--- src/rtl/seg_595_pkg.sv ---
// Purpose: shared constants, FSM encoding and frame-width helper for the 595 display driver.
// Latency: n/a (definitions only).
// Backpressure: n/a (definitions only).
package seg_595_pkg;

    // Common-anode segment codes, active-low, bit7 = dp (left dark here).
    localparam logic [7:0] SEG_LUT [16] = '{
        8'hC0, 8'hF9, 8'hA4, 8'hB0, 8'h99, 8'h92, 8'h82, 8'hF8,
        8'h80, 8'h90, 8'h88, 8'h83, 8'hC6, 8'hA1, 8'h86, 8'h8E
    };

    localparam logic [7:0] SEG_BLANK = 8'hFF;

    typedef enum logic [1:0] {
        IDLE  = 2'd0,
        LOAD  = 2'd1,
        SHIFT = 2'd2,
        LATCH = 2'd3
    } state_t;

    // One select bit per digit on top of the 8 segment bits.
    function automatic int frame_w(input int n_dig);
        return 8 + n_dig;
    endfunction

endpackage

--- src/rtl/hex_to_seg.sv ---
// Purpose: nibble + dp + blank -> 8-bit active-low common-anode segment code.
// Latency: combinational, zero cycles.
// Backpressure: none; pure function of its inputs.
// Ports: nibble (hex digit), dp (1 = light decimal point), blank (1 = all
// segments dark), seg (active-low code, bit7 = dp).
module hex_to_seg
    import seg_595_pkg::*;
(
    input  logic [3:0] nibble,
    input  logic       dp,
    input  logic       blank,
    output logic [7:0] seg
);

    always_comb begin
        seg = blank ? SEG_BLANK : SEG_LUT[nibble];
        // A blanked digit still shows its point.
        if (dp) begin
            seg[7] = 1'b0;
        end
    end

endmodule

--- src/rtl/seg_595_dynamic.sv ---
// Purpose: scans N_DIG hex digits through a 74HC595 chain, one serial frame per digit slot.
// Latency: stcp rises 1 + 2*SHCP_DIV*FRAME_W cycles after the LOAD cycle of each slot.
// Backpressure: none; a scan tick arriving while a frame is in flight is dropped.
// Ports: sys_clk/sys_rst_n (clock, async active-low reset); data (nibble i =
// digit i, digit 0 rightmost); point (dp per digit); seg_en (0 = blank frames);
// blank_lead (suppress leading zeros); shcp/stcp/ds (595 shift clock, latch
// clock, serial data); oe (595 output enable, active-low).
module seg_595_dynamic
    import seg_595_pkg::*;
#(
    parameter int N_DIG    = 6,
    parameter int SCAN_MAX = 50_000,
    parameter int SHCP_DIV = 2
) (
    input  logic                 sys_clk,
    input  logic                 sys_rst_n,
    input  logic [4*N_DIG-1:0]   data,
    input  logic [N_DIG-1:0]     point,
    input  logic                 seg_en,
    input  logic                 blank_lead,
    output logic                 shcp,
    output logic                 stcp,
    output logic                 ds,
    output logic                 oe
);

    localparam int FRAME_W = frame_w(N_DIG);
    localparam int SCAN_W  = $clog2(SCAN_MAX);
    localparam int DIG_W   = (N_DIG > 1) ? $clog2(N_DIG) : 1;
    localparam int DIV_W   = $clog2(2 * SHCP_DIV);
    localparam int BIT_W   = $clog2(FRAME_W);

    localparam logic [SCAN_W-1:0] SCAN_LAST = SCAN_W'(SCAN_MAX - 1);
    localparam logic [DIG_W-1:0]  DIG_LAST  = DIG_W'(N_DIG - 1);
    localparam logic [DIV_W-1:0]  DIV_HALF  = DIV_W'(SHCP_DIV - 1);
    localparam logic [DIV_W-1:0]  DIV_LAST  = DIV_W'(2 * SHCP_DIV - 1);
    localparam logic [BIT_W-1:0]  BIT_TOP   = BIT_W'(FRAME_W - 1);

    state_t               state;
    state_t               state_nxt;
    logic [SCAN_W-1:0]    scan_cnt;
    logic                 scan_tick;
    logic [DIG_W-1:0]     dig_idx;
    logic [DIV_W-1:0]     div_cnt;
    logic [BIT_W-1:0]     bit_cnt;
    logic [FRAME_W-1:0]   frame;

    logic [4*N_DIG-1:0]   snap_data;
    logic [N_DIG-1:0]     snap_point;
    logic                 snap_en;
    logic                 snap_bl;

    logic [4*N_DIG-1:0]   eff_data;
    logic [N_DIG-1:0]     eff_point;
    logic                 eff_en;
    logic                 eff_bl;
    logic [3:0]           cur_nib;
    logic                 cur_dp;
    logic                 hi_zero;
    logic                 cur_blank;
    logic [N_DIG-1:0]     cur_sel;
    logic [7:0]           cur_seg;
    logic [FRAME_W-1:0]   frame_nxt;

    logic                 bit_end;
    logic                 latch_end;

    // Free-running slot timer; the tick is what starts every frame.
    always_ff @(posedge sys_clk or negedge sys_rst_n) begin
        if (!sys_rst_n) begin
            scan_cnt <= '0;
        end else if (scan_tick) begin
            scan_cnt <= '0;
        end else begin
            scan_cnt <= scan_cnt + SCAN_W'(1);
        end
    end

    assign scan_tick = (scan_cnt == SCAN_LAST);
    assign bit_end   = (div_cnt == DIV_LAST);
    assign latch_end = (div_cnt == DIV_HALF);

    // Digit 0 reads the live inputs in the same cycle it snapshots them, so
    // every digit of a refresh sees one consistent set of values.
    always_comb begin
        eff_data  = (dig_idx == '0) ? data       : snap_data;
        eff_point = (dig_idx == '0) ? point      : snap_point;
        eff_en    = (dig_idx == '0) ? seg_en     : snap_en;
        eff_bl    = (dig_idx == '0) ? blank_lead : snap_bl;
    end

    always_comb begin
        cur_nib = 4'h0;
        cur_dp  = 1'b0;
        hi_zero = 1'b1;
        cur_sel = '0;
        for (int j = 0; j < N_DIG; j++) begin
            if (DIG_W'(j) == dig_idx) begin
                cur_nib    = eff_data[4*j +: 4];
                cur_dp     = eff_point[j];
                cur_sel[j] = 1'b1;
            end
            // Leading zero: this nibble and every higher one are zero.
            if ((DIG_W'(j) >= dig_idx) && (eff_data[4*j +: 4] != 4'h0)) begin
                hi_zero = 1'b0;
            end
        end
        cur_blank = !eff_en || (eff_bl && (dig_idx != '0) && hi_zero);
    end

    hex_to_seg u_hex_to_seg (
        .nibble (cur_nib),
        .dp     (cur_dp),
        .blank  (cur_blank),
        .seg    (cur_seg)
    );

    assign frame_nxt = {cur_sel, cur_seg};

    always_ff @(posedge sys_clk or negedge sys_rst_n) begin
        if (!sys_rst_n) begin
            state <= IDLE;
        end else begin
            state <= state_nxt;
        end
    end

    always_comb begin
        state_nxt = state;
        unique case (state)
            IDLE:    if (scan_tick) state_nxt = LOAD;
            LOAD:    state_nxt = SHIFT;
            SHIFT:   if (bit_end && (bit_cnt == '0)) state_nxt = LATCH;
            LATCH:   if (latch_end) state_nxt = IDLE;
            default: state_nxt = IDLE;
        endcase
    end

    always_ff @(posedge sys_clk or negedge sys_rst_n) begin
        if (!sys_rst_n) begin
            shcp       <= 1'b0;
            stcp       <= 1'b0;
            ds         <= 1'b0;
            oe         <= 1'b1;
            dig_idx    <= '0;
            div_cnt    <= '0;
            bit_cnt    <= '0;
            frame      <= '0;
            snap_data  <= '0;
            snap_point <= '0;
            snap_en    <= 1'b0;
            snap_bl    <= 1'b0;
        end else begin
            unique case (state)
                LOAD: begin
                    frame   <= frame_nxt;
                    ds      <= frame_nxt[FRAME_W-1];
                    bit_cnt <= BIT_TOP;
                    div_cnt <= '0;
                    shcp    <= 1'b0;
                    if (dig_idx == '0) begin
                        snap_data  <= data;
                        snap_point <= point;
                        snap_en    <= seg_en;
                        snap_bl    <= blank_lead;
                    end
                end
                SHIFT: begin
                    // Low half: ds settles. High half: the 595 samples ds.
                    if (latch_end) begin
                        shcp <= 1'b1;
                    end
                    if (bit_end) begin
                        shcp    <= 1'b0;
                        div_cnt <= '0;
                        if (bit_cnt == '0) begin
                            stcp <= 1'b1;
                        end else begin
                            bit_cnt <= bit_cnt - BIT_W'(1);
                            ds      <= frame[bit_cnt - BIT_W'(1)];
                        end
                    end else begin
                        div_cnt <= div_cnt + DIV_W'(1);
                    end
                end
                LATCH: begin
                    if (latch_end) begin
                        stcp    <= 1'b0;
                        ds      <= 1'b0;
                        div_cnt <= '0;
                        // Outputs stay disabled until a real frame is latched.
                        oe      <= 1'b0;
                        dig_idx <= (dig_idx == DIG_LAST) ? '0 : dig_idx + DIG_W'(1);
                    end else begin
                        div_cnt <= div_cnt + DIV_W'(1);
                    end
                end
                default: begin
                end
            endcase
        end
    end

endmodule

--- config.mk ---
export PLATFORM = sky130hd
export DESIGN_NAME = seg_595_dynamic
export DESIGN_NICKNAME = d
export VERILOG_FILES = /design/src/rtl/seg_595_pkg.sv /design/src/rtl/hex_to_seg.sv /design/src/rtl/seg_595_dynamic.sv
export SDC_FILE = /design/constraint.sdc
export NUM_CORES = 1
export LEC_CHECK = 0
export BUFFER_PORTS_ARGS = -buffer_cell sky130_fd_sc_hd__buf_2
export CORE_MARGIN = 3
export CORE_UTILIZATION = 60
export DETAILED_ROUTE_END_ITERATION = 12
export MAX_ROUTING_LAYER = met4
export PLACE_DENSITY_LB_ADDON = 0.1
export SLEW_MARGIN = 30
export SYNTH_ARGS = -nofsm -noshare
export SYNTH_HDL_FRONTEND = slang
export SYNTH_SLANG_ARGS = --single-unit
--- constraint.sdc ---
create_clock -name sys_clk -period 4.6 [get_ports sys_clk]
set_input_delay 0.92 -clock sys_clk [delete_from_list [all_inputs] [get_ports sys_clk]]
set_output_delay 0.92 -clock sys_clk [all_outputs]
set_load 0.01 [all_outputs]
* Word level (Yosys, flattened, before mapping)
Memory sizes are Yosys's and may differ from the RTL's. Index checks and enable logic that the tools add are counted.
Word-level totals: ROM bits 128, word-level logic and storage cells 133, output and inout port bits 4, register bits 77, memories kept 1, input port bits 34
Operators by class: add/subtract/negate cells 4, reductions and logical operators 30, equality and inequality tests 19, multiplexer cells 56, magnitude comparators 8, bitwise logic cells 1
Memories:
- (no name shown) | depth 16, bits a word 8, read ports 1, clocked after Yosys merged registers in 0, wr ports 0, line hex_to_seg.sv:16 | seg = blank ? SEG_BLANK : SEG_LUT[nibble];
Operator list (count):
- 4-bit 2-to-1 mux | 8
- 1-bit 2-to-1 mux | 29
- 24-bit 2-to-1 mux | 1
- 8-bit 2-to-1 mux | 3
- 4-bit nonzero test | 6
- 16-bit by 1-bit adder with 16-bit output (second input constant) | 1
- 16-bit == test (second input constant) | 1
- 16-bit 2-to-1 mux | 1
- 2-bit != test (second input constant) | 6
- 2-bit 2-to-1 mux | 5
- 1-bit logical AND | 9
- 2-bit one-hot mux with 4 select lines | 1
- 4-bit one-hot mux with 2 select lines | 1
- 4-bit AND reduction | 2
- 2-bit == test (second input constant) | 3
- 2-bit by 3-bit == test with 1-bit output (first input constant) | 2
- 3-bit == test (first input constant) | 2
- 1-bit by 3-bit >= comparator with 1-bit output (first input constant) | 2
- 2-bit by 3-bit >= comparator with 1-bit output (first input constant) | 2
- 3-bit >= comparator (first input constant) | 2
- 6-bit 2-to-1 mux | 1
- 2-bit one-hot mux with 3 select lines | 1
- 3-bit AND reduction | 2
- 3-bit nonzero test | 2
- other kinds (21) | 25

* Depth between registers and ports, before layout
Gate-level depths: netlist of the first run.
depth in word-level cells 14, gate-level depth with buffers 15, mapped depth without buffers 11

* By module
Synthesis of the first run repeated with hierarchy kept, for this count alone.
Unflattened totals: cell total of the unflattened synthesis 415, area total of the unflattened synthesis 4400.5 um2
By module, submodules not included:
- seg_595_dynamic | cells each 379, instances 1, area each 4097.7 um2, sequential area each 1903.1 um2
- hex_to_seg | cells each 36, instances 1, area each 302.8 um2, sequential area each 0.0 um2

* Worst setup path after synthesis of the first run
OpenSTA, ideal clock, no wires.
path type flip-flop to flip-flop, start register dig_idx[0], end register frame[0], slack 1419 ps, data required time 4466 ps, period minus slack after synthesis 3181 ps, path buffers 4, setup time 134 ps, data arrival time 3048 ps, stages on the path, launching flop included 15, path through dfrtp_1 -> buf_2 -> inv_1 -> ha_1 -> buf_6 -> buf_8 -> buf_8 -> a31oi_1 -> o21ai_1 -> a222oi_1 -> inv_1 -> ha_1 -> mux2_2 -> a211oi_1 -> o32ai_1
On the way: longest elaborated chain between the ends 13, elaborated cells between the ends (all ways) 49, those cells by class order compare (6); eq/ne (5); mux (18); bitwise (1); reduce/logical (18); memory (1)
Ends and longest elaborated chain:
- start, declared | line seg_595_dynamic.sv:43 | logic [DIG_W-1:0] dig_idx;
- start signal, assigned | line seg_595_dynamic.sv:193 | dig_idx <= (dig_idx == DIG_LAST) ? '0 : dig_idx + DIG_W'(1);
- 3-bit zero test
- 24-bit 2-to-1 mux
- 4-bit 2-to-1 mux or 4-bit nonzero test (tied branches) | line seg_595_dynamic.sv:98, seg_595_dynamic.sv:104
- 4-bit 2-to-1 mux or 1-bit logical AND (tied branches) | line seg_595_dynamic.sv:98, seg_595_dynamic.sv:104
- 4-bit 2-to-1 mux or 1-bit 2-to-1 mux (tied branches) (4 in series) | line seg_595_dynamic.sv:98, seg_595_dynamic.sv:104
- 4-bit NOT with 5-bit output (implied by the code) or 1-bit 2-to-1 mux (tied branches) | line hex_to_seg.sv:16, seg_595_dynamic.sv:104
- memory 16 x 8 bit or 1-bit 2-to-1 mux (tied branches)
- 8-bit 2-to-1 mux (implied by the code) or 1-bit logical AND (tied branches) | line hex_to_seg.sv:16, seg_595_dynamic.sv:108
- 8-bit 2-to-1 mux (implied by the code) or 1-bit logical OR (tied branches) | line hex_to_seg.sv:16, seg_595_dynamic.sv:108
- 8-bit 2-to-1 mux (*) | line hex_to_seg.sv:16
- end signal, assigned | line seg_595_dynamic.sv:156 | frame <= frame_nxt;
- end, declared | line seg_595_dynamic.sv:46 | logic [FRAME_W-1:0] frame;
Every way passes the cells marked *; elsewhere a longest branch is shown, timed or not. The select of a mux whose other input is x is not followed. A chain may end at the register's enable or synchronous reset.

* Worst setup path after layout of the first run
Same ends and word-level chain as after synthesis.

==> results_dict.tcl, run 1 <==
set metrics [dict create \
    seq_area_frac_synth_pct 43.3 \
    utilization_pct 69.7 \
    synth_top_area_cell "dfrtp_1" \
    arrival_ns 3.89 \
    clk_path_buf_depth 2 \
    wl_per_cell_um 16.5 \
    initial_core_util_pct 63.2 \
    grt_antenna_before_repair 0 \
    yosys_warnings 0 \
    hp-class "flip-flop to flip-flop" \
    first_iter_violations 327 \
    fin_crit_sh_pct 79.9 \
    grt_pass1_vias 3329 \
    final_nets 513 \
    drive_above_1_share_pct 22.8 \
    place_inst 545 \
    gp_congestion 0.940 \
    grt_start_max_net_pins 77 \
    syn_area_sq_um 4390 \
    power_density_nw_per_um2 282 \
    wl_um 9250 \
    clkLatencyLatePin_ns 0.35 \
    cts.sinks 76 \
    critical-path-max-stage-delay_ns 0.79 \
    synth_fp_nets 482 \
    overflow 0 \
    synth_seq_cells 76 \
    cts_resized 0 \
    cts_tree "done" \
    post-dp-hpwl_um 6740 \
    grt_usage_pct 24.8 \
    grt_pass1_wl_um 16300 \
    layout.cells.non_filler 561 \
    yosys_most_used_dff "dfrtp_1" \
    max-vdd-ir-drop_mv 0.264 \
    setup_tns_ns 0 \
    synthTopCellsByArea "dfrtp_1, mux2_2, ha_1" \
    synth_enable_flop_cells 0 \
    clock_tree.root_cell "clkbuf_8" \
    power.leakage_uw 0.00221 \
    viasPerCell 5.97 \
    critPathSlowestCell "ha_1" \
    synth_cell_type_count 57 \
    cap_viol_max_count 0 \
    rows 30 \
    start_kind "flip-flop" \
    slew_headroom_pct 37.1 \
    worstSetupPathType "flip-flop to flip-flop" \
    area_growth_pct 10.3 \
    die_y_um 91.6 \
    portBuffers 37 \
    min_period_ns 3.68 \
    synthArstFlopShare_pct 100 \
    critPathMaxFanout 25 \
    clk_pin_slew_ns 0.08 \
    holdBufCountCts 0 \
    numCtsBuffers 9 \
    hold_violations 0 \
    drc 0 \
    tightest_slew_ns 0.944 \
    fin_skew_ns 0.0176 \
    vias 3350 \
    cp-end-kind "flip-flop" \
    avgSynthCellArea_sq_um 10.2 \
    n_antenna_cell 0 \
    finalSetupViolCount 0 \
    design_area_sq_um 4840 \
    top_level_ports 38 \
    fp.dieArea_sq_um 8380 \
    die_x_um 91.6 \
    htreeDepth 3 \
    ant_nets 0 \
    grt_setup_unrepaired "no" \
    fmax_ghz 0.272 \
    dpl-instance-area_sq_um 4610 \
    first_pass_iters 5 \
    postCtsSetupBuffers 0 \
    core_sq_um 6940 \
    synth_top_area_share_pct 42.7 \
    cp_cell_sequence "inv_1 > ha_1 > buf_4 > mux2i_1 > a221oi_1 > o311ai_1 > nand2_1 > mux2_2 > a211oi_1 > o32ai_1" \
    syn_inst 429 \
    required_ns 4.81 \
    outcome "finished clean" \
    drv_slew 0 \
]
-- sequential cells by signal (all words and copies together) (netlist names) --
| register | count |
|---|---|
| dig_idx | 3 |
| scan_cnt | 16 |
| snap_point | 5 |
| snap_en | 1 |
| frame | 14 |
| stcp | 1 |
| bit_cnt | 4 |
| snap_data | 24 |
| oe | 1 |
| div_cnt | 2 |
| ds | 1 |
| state | 2 |
| shcp | 1 |
| snap_bl | 1 |
-- synth_stat cells (all sizes together), types with 5 or more instances --
cell,count
nor3,9
dfrtp,75
mux2i,16
xnor2,12
o2bb2ai,5
nand3,20
o21ai,26
ha,19
a21oi,14
a31oi,5
mux2,41
clkbuf,9
nand2,34
nor2b,5
inv,23
or4,6
buf,12
xor2,5
nor2,35
-- area by class of cell --
type | count | area, sq um
Clock inverter | 7 | 105
Timing Repair Buffer | 41 | 221
Clock buffer | 9 | 124
Sequential cell | 76 | 1900
Tap cell | 96 | 120
Inverter | 23 | 86.3
Fill cell | 541 | 2100
Multi-Input combinational cell | 309 | 2280
-- logic make-up after synthesis --
logic type | count (synthesis) | synth area share (%)
AND/OR/NAND/NOR | 132 | 15.0
AO/OA/AOI/OAI | 81 | 12.4
XOR/XNOR | 17 | 3.39
flip-flops | 76 | 43.3
multiplexers | 60 | 15.8
buffers and inverters | 44 | 4.67
adder cells (fa/ha/maj) | 19 | 5.41
-- stage by stage --
| step | hold slack (ns) | setup slack, ns | total power, uW |
|---|---|---|---|
| floorplan | 0.433 | 1.42 | 743 |
| global placement | 0.444 | 1.14 | 787 |
| detailed placement | 0.450 | 0.961 | 789 |
| CTS | 0.461 | 0.942 | 1370 |
| global route | 0.494 | 0.650 | 1410 |
| finish | 0.458 | 0.923 | 1360 |
-- final timing paths --
kind	endpoint	cells past startpoint	start	slack (ns)
setup / recovery	frame[0]	10	dig_idx[0]	0.92
hold / removal	scan_cnt[0]	1	scan_cnt[0]	0.46
setup reg to reg	frame[0]	10	dig_idx[0]	0.92
hold reg to reg	scan_cnt[0]	1	scan_cnt[0]	0.46
max in group asynchronous	frame[3]	1	sys_rst_n	3.53
min in group asynchronous	snap_data[13]	1	sys_rst_n	0.56
-- layout by cell type, fill, tap and decap left out, drive strengths merged, types with 2 or more instances in the layout --
cell type and count:
a211oi 3, o32ai 2, a221oi 2, nand2b 3, mux2i 16, or4 6, and3 4, buf 41
o21ai 26, a31oi 5, nor2b 5, nor4 4, a21oi 14, nor2 35, a222oi 3, xor2 5
clkbuf 9, o22a 4, o22ai 3, and2 3, mux2 41, a21boi 2, dfrtp 75, nor3b 3
inv 26, ha 19, nor3 9, o2bb2ai 5, bufinv 2, mux4 3, a2bb2oi 2, nand2 34
nand3 20, xnor2 12
-- where the power goes --
group / internal [uW] / switching, uW
clock network: 314 / 274
logic: 39.1 / 46.2
registers: 681 / 9.93
total: 1030 / 330
-- worst max-delay path, delay by kind of cell (launching register included) --
kind                       cells  cell delay, ns
AOI/OAI and AO/OA              4            0.83
adders and majority gates      1            0.79
buffers and inverters          2            0.47
DFF                            1            0.51
muxes                          2            0.58
and+or+nand+nor                1            0.34
-- layer usage --
layer	global-route usage [%]	routed length, um	vias up
met5	-	0	-
met4	7.66	124	0
met3	3.31	419	14
met2	37.2	4320	97
met1	35.1	4390	1630
li1	-	-	1609
No activity file was read; power rests on OpenSTA's default activity.
==> run 2, diff against run 1 <==
--- a/config.mk
+++ b/config.mk
@@ -7,7 +7,7 @@
 export LEC_CHECK = 0
 export BUFFER_PORTS_ARGS = -buffer_cell sky130_fd_sc_hd__buf_2
 export CORE_MARGIN = 3
-export CORE_UTILIZATION = 60
+export CORE_UTILIZATION = 54
 export DETAILED_ROUTE_END_ITERATION = 12
 export MAX_ROUTING_LAYER = met4
 export PLACE_DENSITY_LB_ADDON = 0.1
==> constraint.sdc (replaced) <==
create_clock -name sys_clk -period 3.2 [get_ports sys_clk]
set_input_delay 0.64 -clock sys_clk [delete_from_list [all_inputs] [get_ports sys_clk]]
set_output_delay 0.64 -clock sys_clk [all_outputs]
set_load 0.01 [all_outputs]
==> results_dict.tcl, run 2 (synthesis results as in run 1) <==
set metrics [dict create \
    outcome "finished clean" \
    initial_core_util_pct 56.3 \
    drv_slew 0 \
    die_x_um 96.2 \
    routed-wl-met3_um 410 \
    cts.sinks 76 \
    rows 32 \
    cp-end-kind "flip-flop" \
    largest_register_ffs 24 \
    required_ns 3.43 \
    clk_pin_slew_ns 0.09 \
    clkLatencyLatePin_ns 0.35 \
    portBuffers 37 \
    grt_antenna_before_repair 0 \
    arrival_ns 3.10 \
    p_switching_uw 466 \
    highest_layer "met4" \
    finalSetupViolCount 0 \
    min_period_ns 2.87 \
    drive_above_1_share_pct 25.5 \
    fin_skew_ns 0.00505 \
    grt_usage_pct 23.1 \
    sw_frac_of_total_pct 23.7 \
    core_sq_um 7810 \
    ant_nets 0 \
    final_common_cell "dfrtp_1" \
    regMostFlops "snap_data" \
    critPathMaxFanout 16 \
    top_regs "snap_data x24, scan_cnt x16, frame x14" \
    vias 3338 \
    post-dp-hpwl_um 6770 \
    fin_crit_sh_pct 89.8 \
    wl_um 9460 \
    met1_length_um 4670 \
    clk_path_buf_depth 2 \
    cts_tree "done" \
    area_growth_pct 13.1 \
    power_density_nw_per_um2 397 \
    utilization_pct 63.6 \
    grt_pass1_wl_um 15900 \
    internal_power_uw 1500 \
    whs_ns 0.295 \
    first_pass_iters 7 \
    overflow 0 \
    filler_cell_count 644 \
    n_antenna_cell 0 \
    drc 0 \
    first_iter_violations 196 \
    tightest_slew_ns 0.763 \
    setup_tns_ns 0 \
    worst-r2r-cell-count 10 \
    die_y_um 96.2 \
    r2r-start "dig_idx[0]" \
    fmax_ghz 0.348 \
    cap_viol_max_count 0 \
    gp_congestion 0.926 \
    worstSetupPathType "flip-flop to flip-flop" \
    fp.dieArea_sq_um 9250 \
    final_nets 527 \
    clock_tree.root_cell "clkbuf_8" \
    power_uw 1970 \
    grt_start_max_net_pins 77 \
    max-vdd-ir-drop_mv 0.261 \
    wl_met2_um 4260 \
    hp-class "input pin to asynchronous set/reset pin" \
    r2r-end "frame[0]" \
    pwr-share-seq_pct 50.4 \
    top_level_ports 38 \
    holdBufCountCts 0 \
    start_kind "flip-flop" \
    hold_violations 0 \
    place_inst 565 \
    htreeDepth 3 \
    power.leakage_uw 0.00228 \
    combPwrFrac_pct 6.2 \
    pwr-share-clk_pct 43.4 \
    grt_setup_unrepaired "no" \
    layout.cells.non_filler 581 \
    grt_pass1_vias 3218 \
    layout_common_cells "dfrtp_1, mux2_2, buf_2" \
    reg2reg_slack_ns 0.33 \
    wl_per_cell_um 16.3 \
    slew_headroom_pct 48.7 \
    viasPerCell 5.75 \
    numCtsBuffers 9 \
]
run 2: worst max-delay path by stage:
stage	startpoint	to	slack, ns	cells past startpoint
5_1_grt	dig_idx[0]	frame[0]	0.07	10
3_5_place_dp	dig_idx[0]	frame[0]	0.09	10
3_3_place_gp	dig_idx[0]	frame[0]	0.28	10
4_1_cts	dig_idx[0]	frame[0]	0.07	10
2_1_floorplan	dig_idx[0]	frame[0]	0.02	14
6_report	dig_idx[0]	frame[0]	0.33	10
run 2: layout make-up:
cell class / instances / area, sq um / area share (%)
inverters: 23 / 86.3 / 1.74
flip-flops and latches: 76 / 1900 / 38.3
repair buffers: 55 / 327 / 6.58
well taps: 102 / 128 / 2.57
clock inverters: 6 / 96.3 / 1.94
multi-input cells: 309 / 2290 / 46.1
clock buffers: 10 / 138 / 2.77
run 2: critical path: stages, from the launching register on:
cell and delay, ns:
dfrtp_1 0.38, inv_1 0.10, ha_2 0.41, buf_4 0.22, mux2i_1 0.21, a221oi_1 0.12, o311ai_1 0.38, nand2_2 0.24
mux2_2 0.32, a211oi_1 0.24, o32ai_1 0.12
run 2: stage by stage:
step | setup slack, ns | area (sq um)
floorplan | 0.0186 | 4390
global placement | 0.276 | 4720
detailed placement | 0.0890 | 4720
CTS | 0.0651 | 4960
global route | 0.0678 | 4970
finish | 0.328 | 4970
run 2: routing by layer:
metal / global-route usage [%] / up-vias
met5: - / -
met4: 7.46 / 0
met3: 3.83 / 14
met2: 32.4 / 71
met1: 33.9 / 1622
li1: - / 1631
run 2: repair_timing:
| item | 4_1_cts | 5_1_grt |
|---|---|---|
| setup endpoints to repair | 0 | 7 |
| buffers inserted | 0 | 0 |
| resized for setup | 0 | 2 |
| endpoints found under the hold margin | 0 | 0 |
run 2: power by group through the flow:
stage / logic (uW) / registers, uW / clock network (uW)
after global routing: 139 / 995 / 911
after CTS: 123 / 992 / 868
after detailed placement: 122 / 1010 / 0
after floorplan: 61.4 / 1010 / 0
final: 123 / 992 / 855
after global placement: 120 / 1010 / 0
==> run 3, diff against run 2 <==
--- a/config.mk
+++ b/config.mk
@@ -11,7 +11,9 @@
 export DETAILED_ROUTE_END_ITERATION = 12
 export MAX_ROUTING_LAYER = met4
 export PLACE_DENSITY_LB_ADDON = 0.1
+export RECOVER_POWER = 100
 export SLEW_MARGIN = 30
 export SYNTH_ARGS = -nofsm -noshare
 export SYNTH_HDL_FRONTEND = slang
+export SYNTH_HIERARCHICAL = 1
 export SYNTH_SLANG_ARGS = --single-unit
==> results_dict.tcl, run 3 <==
set metrics [dict create \
    outcome "finished, violations left" \
    violations "max-capacitance violations, max-slew violations" \
    numCtsBuffers 9 \
    critPathMaxFanout 5 \
    hold_violations 0 \
    gp_congestion 0.869 \
    n_antenna_cell 0 \
    clock_tree.root_cell "clkbuf_8" \
    fin_skew_ns 0.0110 \
    yosys_warnings 6 \
    first_iter_violations 169 \
    synth_fp_nets 469 \
    path_common_cell "mux2_2" \
    post-dp-hpwl_um 6950 \
    portBuffers 37 \
    critical-path-max-stage-delay_ns 0.40 \
    cts_resized 0 \
    final_nets 511 \
    drive_above_1_share_pct 27.5 \
    cts.sinks 76 \
    clk_path_buf_depth 2 \
    synth_enable_flop_cells 0 \
    synth_top_area_cell "dfrtp_1" \
    avgSynthCellArea_sq_um 10.6 \
    top_regs "snap_data x24, scan_cnt x16, frame x14" \
    grt_start_max_net_pins 77 \
    drc 0 \
    synth_common_cells "dfrtp_1, mux2_2, nand2_1, nor2_1, inv_1" \
    whs_ns 0.492 \
    tightest_slew_ns 1.86 \
    clkLatencyLatePin_ns 0.34 \
    regArea_sq_um 1900 \
    regMostFlops "snap_data" \
    max-vdd-ir-drop_mv 0.278 \
    die_y_um 96.3 \
    arrival_ns 3.24 \
    filler_cell_count 665 \
    synth_top_area_share_pct 42.6 \
    drv_slew 77 \
    reg2reg_slack_ns 0.19 \
    worst-r2r-cell-count 10 \
    cp_cell_sequence "nor2b_1 > mux2_2 > a221o_1 > a21oi_1 > a221oi_2 > inv_1 > ha_1 > or2_2 > a311o_1 > mux2_2" \
    synth_cell_type_count 62 \
    viasPerCell 5.77 \
    grt_setup_unrepaired "no" \
    overflow 0 \
    grt_pass1_vias 3169 \
    worstHoldStart "oe" \
    rows 32 \
    utilization_pct 63.4 \
    r2r-start "dig_idx[1]" \
    power_density_nw_per_um2 402 \
    synthTopCellsByArea "dfrtp_1, mux2_2, ha_1" \
    synth.most_common_cell "dfrtp_1" \
    hp-class "flip-flop to flip-flop" \
    holdPathStages 1 \
    grt_pass1_wl_um 15200 \
    largest_register_ffs 24 \
    seq_area_frac_synth_pct 43.2 \
    holdBufCountCts 0 \
    initial_core_util_pct 56.4 \
    syn_inst 415 \
    synth_seq_cells 76 \
    start_kind "flip-flop" \
    ant_nets 0 \
    vias 3256 \
    min_period_ns 3.01 \
    place_inst 548 \
    first_pass_iters 5 \
    final_common_cell "dfrtp_1" \
    core_sq_um 7810 \
    finalSetupViolCount 0 \
    setup_tns_ns 0 \
    layout.cells.non_filler 564 \
    cts_tree "done" \
    postCtsSetupBuffers 0 \
    cp-end-kind "flip-flop" \
    multiInputGateArea_sq_um 2320 \
    clk_pin_slew_ns 0.08 \
    grt_antenna_before_repair 0 \
    r2r-end "frame[1]" \
    syn_area_sq_um 4400 \
    layout_common_cells "dfrtp_1, mux2_2, nand2_1, buf_2, nor2_1" \
    cap_viol_max_count 1 \
    fmax_ghz 0.332 \
    wl_per_cell_um 16.3 \
    hold_end "oe" \
    required_ns 3.42 \
    area_growth_pct 12.5 \
    power_uw 1990 \
    wl_um 9190 \
    die_x_um 96.3 \
    synthArstFlopShare_pct 100 \
    worstSetupPathType "flip-flop to flip-flop" \
    slew_headroom_pct -24.1 \
    htreeDepth 3 \
    power.leakage_uw 0.00223 \
    yosys_most_used_dff "dfrtp_1" \
    fp.dieArea_sq_um 9270 \
    fin_crit_sh_pct 94.1 \
    critPathSlowestCell "dfrtp_1" \
    top_level_ports 38 \
    grt_usage_pct 21.8 \
]
==> run 3: cell type report <==
class,instances,area share [%]
Timing Repair Buffer,52,5.56
Tap cell,102,2.58
Sequential cell,76,38.5
Inverter,22,1.67
Clock buffer,10,2.58
Clock inverter,6,2.25
Multi-Input combinational cell,296,46.9
==> run 3: how the worst max path moves through the flow <==
stage               startpoint       end  cells after the start
finish              dig_idx[1]  frame[1]                     10
global route        dig_idx[0]  frame[1]                     10
CTS                 dig_idx[0]  frame[1]                     12
detailed placement  dig_idx[0]  frame[1]                     12
global placement    dig_idx[1]  frame[1]                     10
floorplan           dig_idx[0]  frame[1]                     14
==> run 3: cells by family (layout without fill, tap and decap cells) <==
group | count (synthesis) | after routing | synth area share (%)
simple gates | 122 | 122 | 14.4
flops | 76 | 76 | 43.2
compound gates | 70 | 70 | 11.5
mux | 67 | 67 | 17.7
buf+inv | 43 | 90 | 4.15
fa+ha+maj | 20 | 20 | 5.69
xor+xnor | 17 | 17 | 3.38
==> run 3: where the power goes <==
| group | leakage [uW] | total [uW] | switching [uW] | internal (uW) |
|---|---|---|---|---|
| Clock | 0.000117 | 872 | 352 | 520 |
| Combinational | 0.00115 | 125 | 65.6 | 59.0 |
| Sequential | 0.000972 | 995 | 14.9 | 980 |
| Total | 0.00223 | 1990 | 433 | 1560 |
==> run 3: critical path, delay by kind of cell (launching register included) <==
family / cells / cell delay, ns
adder cells (fa/ha/maj): 1 / 0.25
AND/OR/NAND/NOR: 2 / 0.58
flip-flops: 1 / 0.40
AO/OA/AOI/OAI: 4 / 0.86
buffers and inverters: 1 / 0.16
multiplexers: 2 / 0.64
==> run 3: layer usage <==
metal  wire (um)  track usage (%)  up-vias
met2        4470             34.9       70
met4          53             3.91        0
met1        4350             29.4     1591
li1            -                -     1590
met3         313             4.14        5
met5           0                -        -
==> run 3: per-stage QoR <==
step | instance area, sq um | setup slack, ns
finish | 4950 | 0.187
global route | 4950 | 0.00847
global placement | 4750 | 0.256
CTS | 4990 | 0.125
floorplan | 4440 | 0.0399
detailed placement | 4750 | 0.156
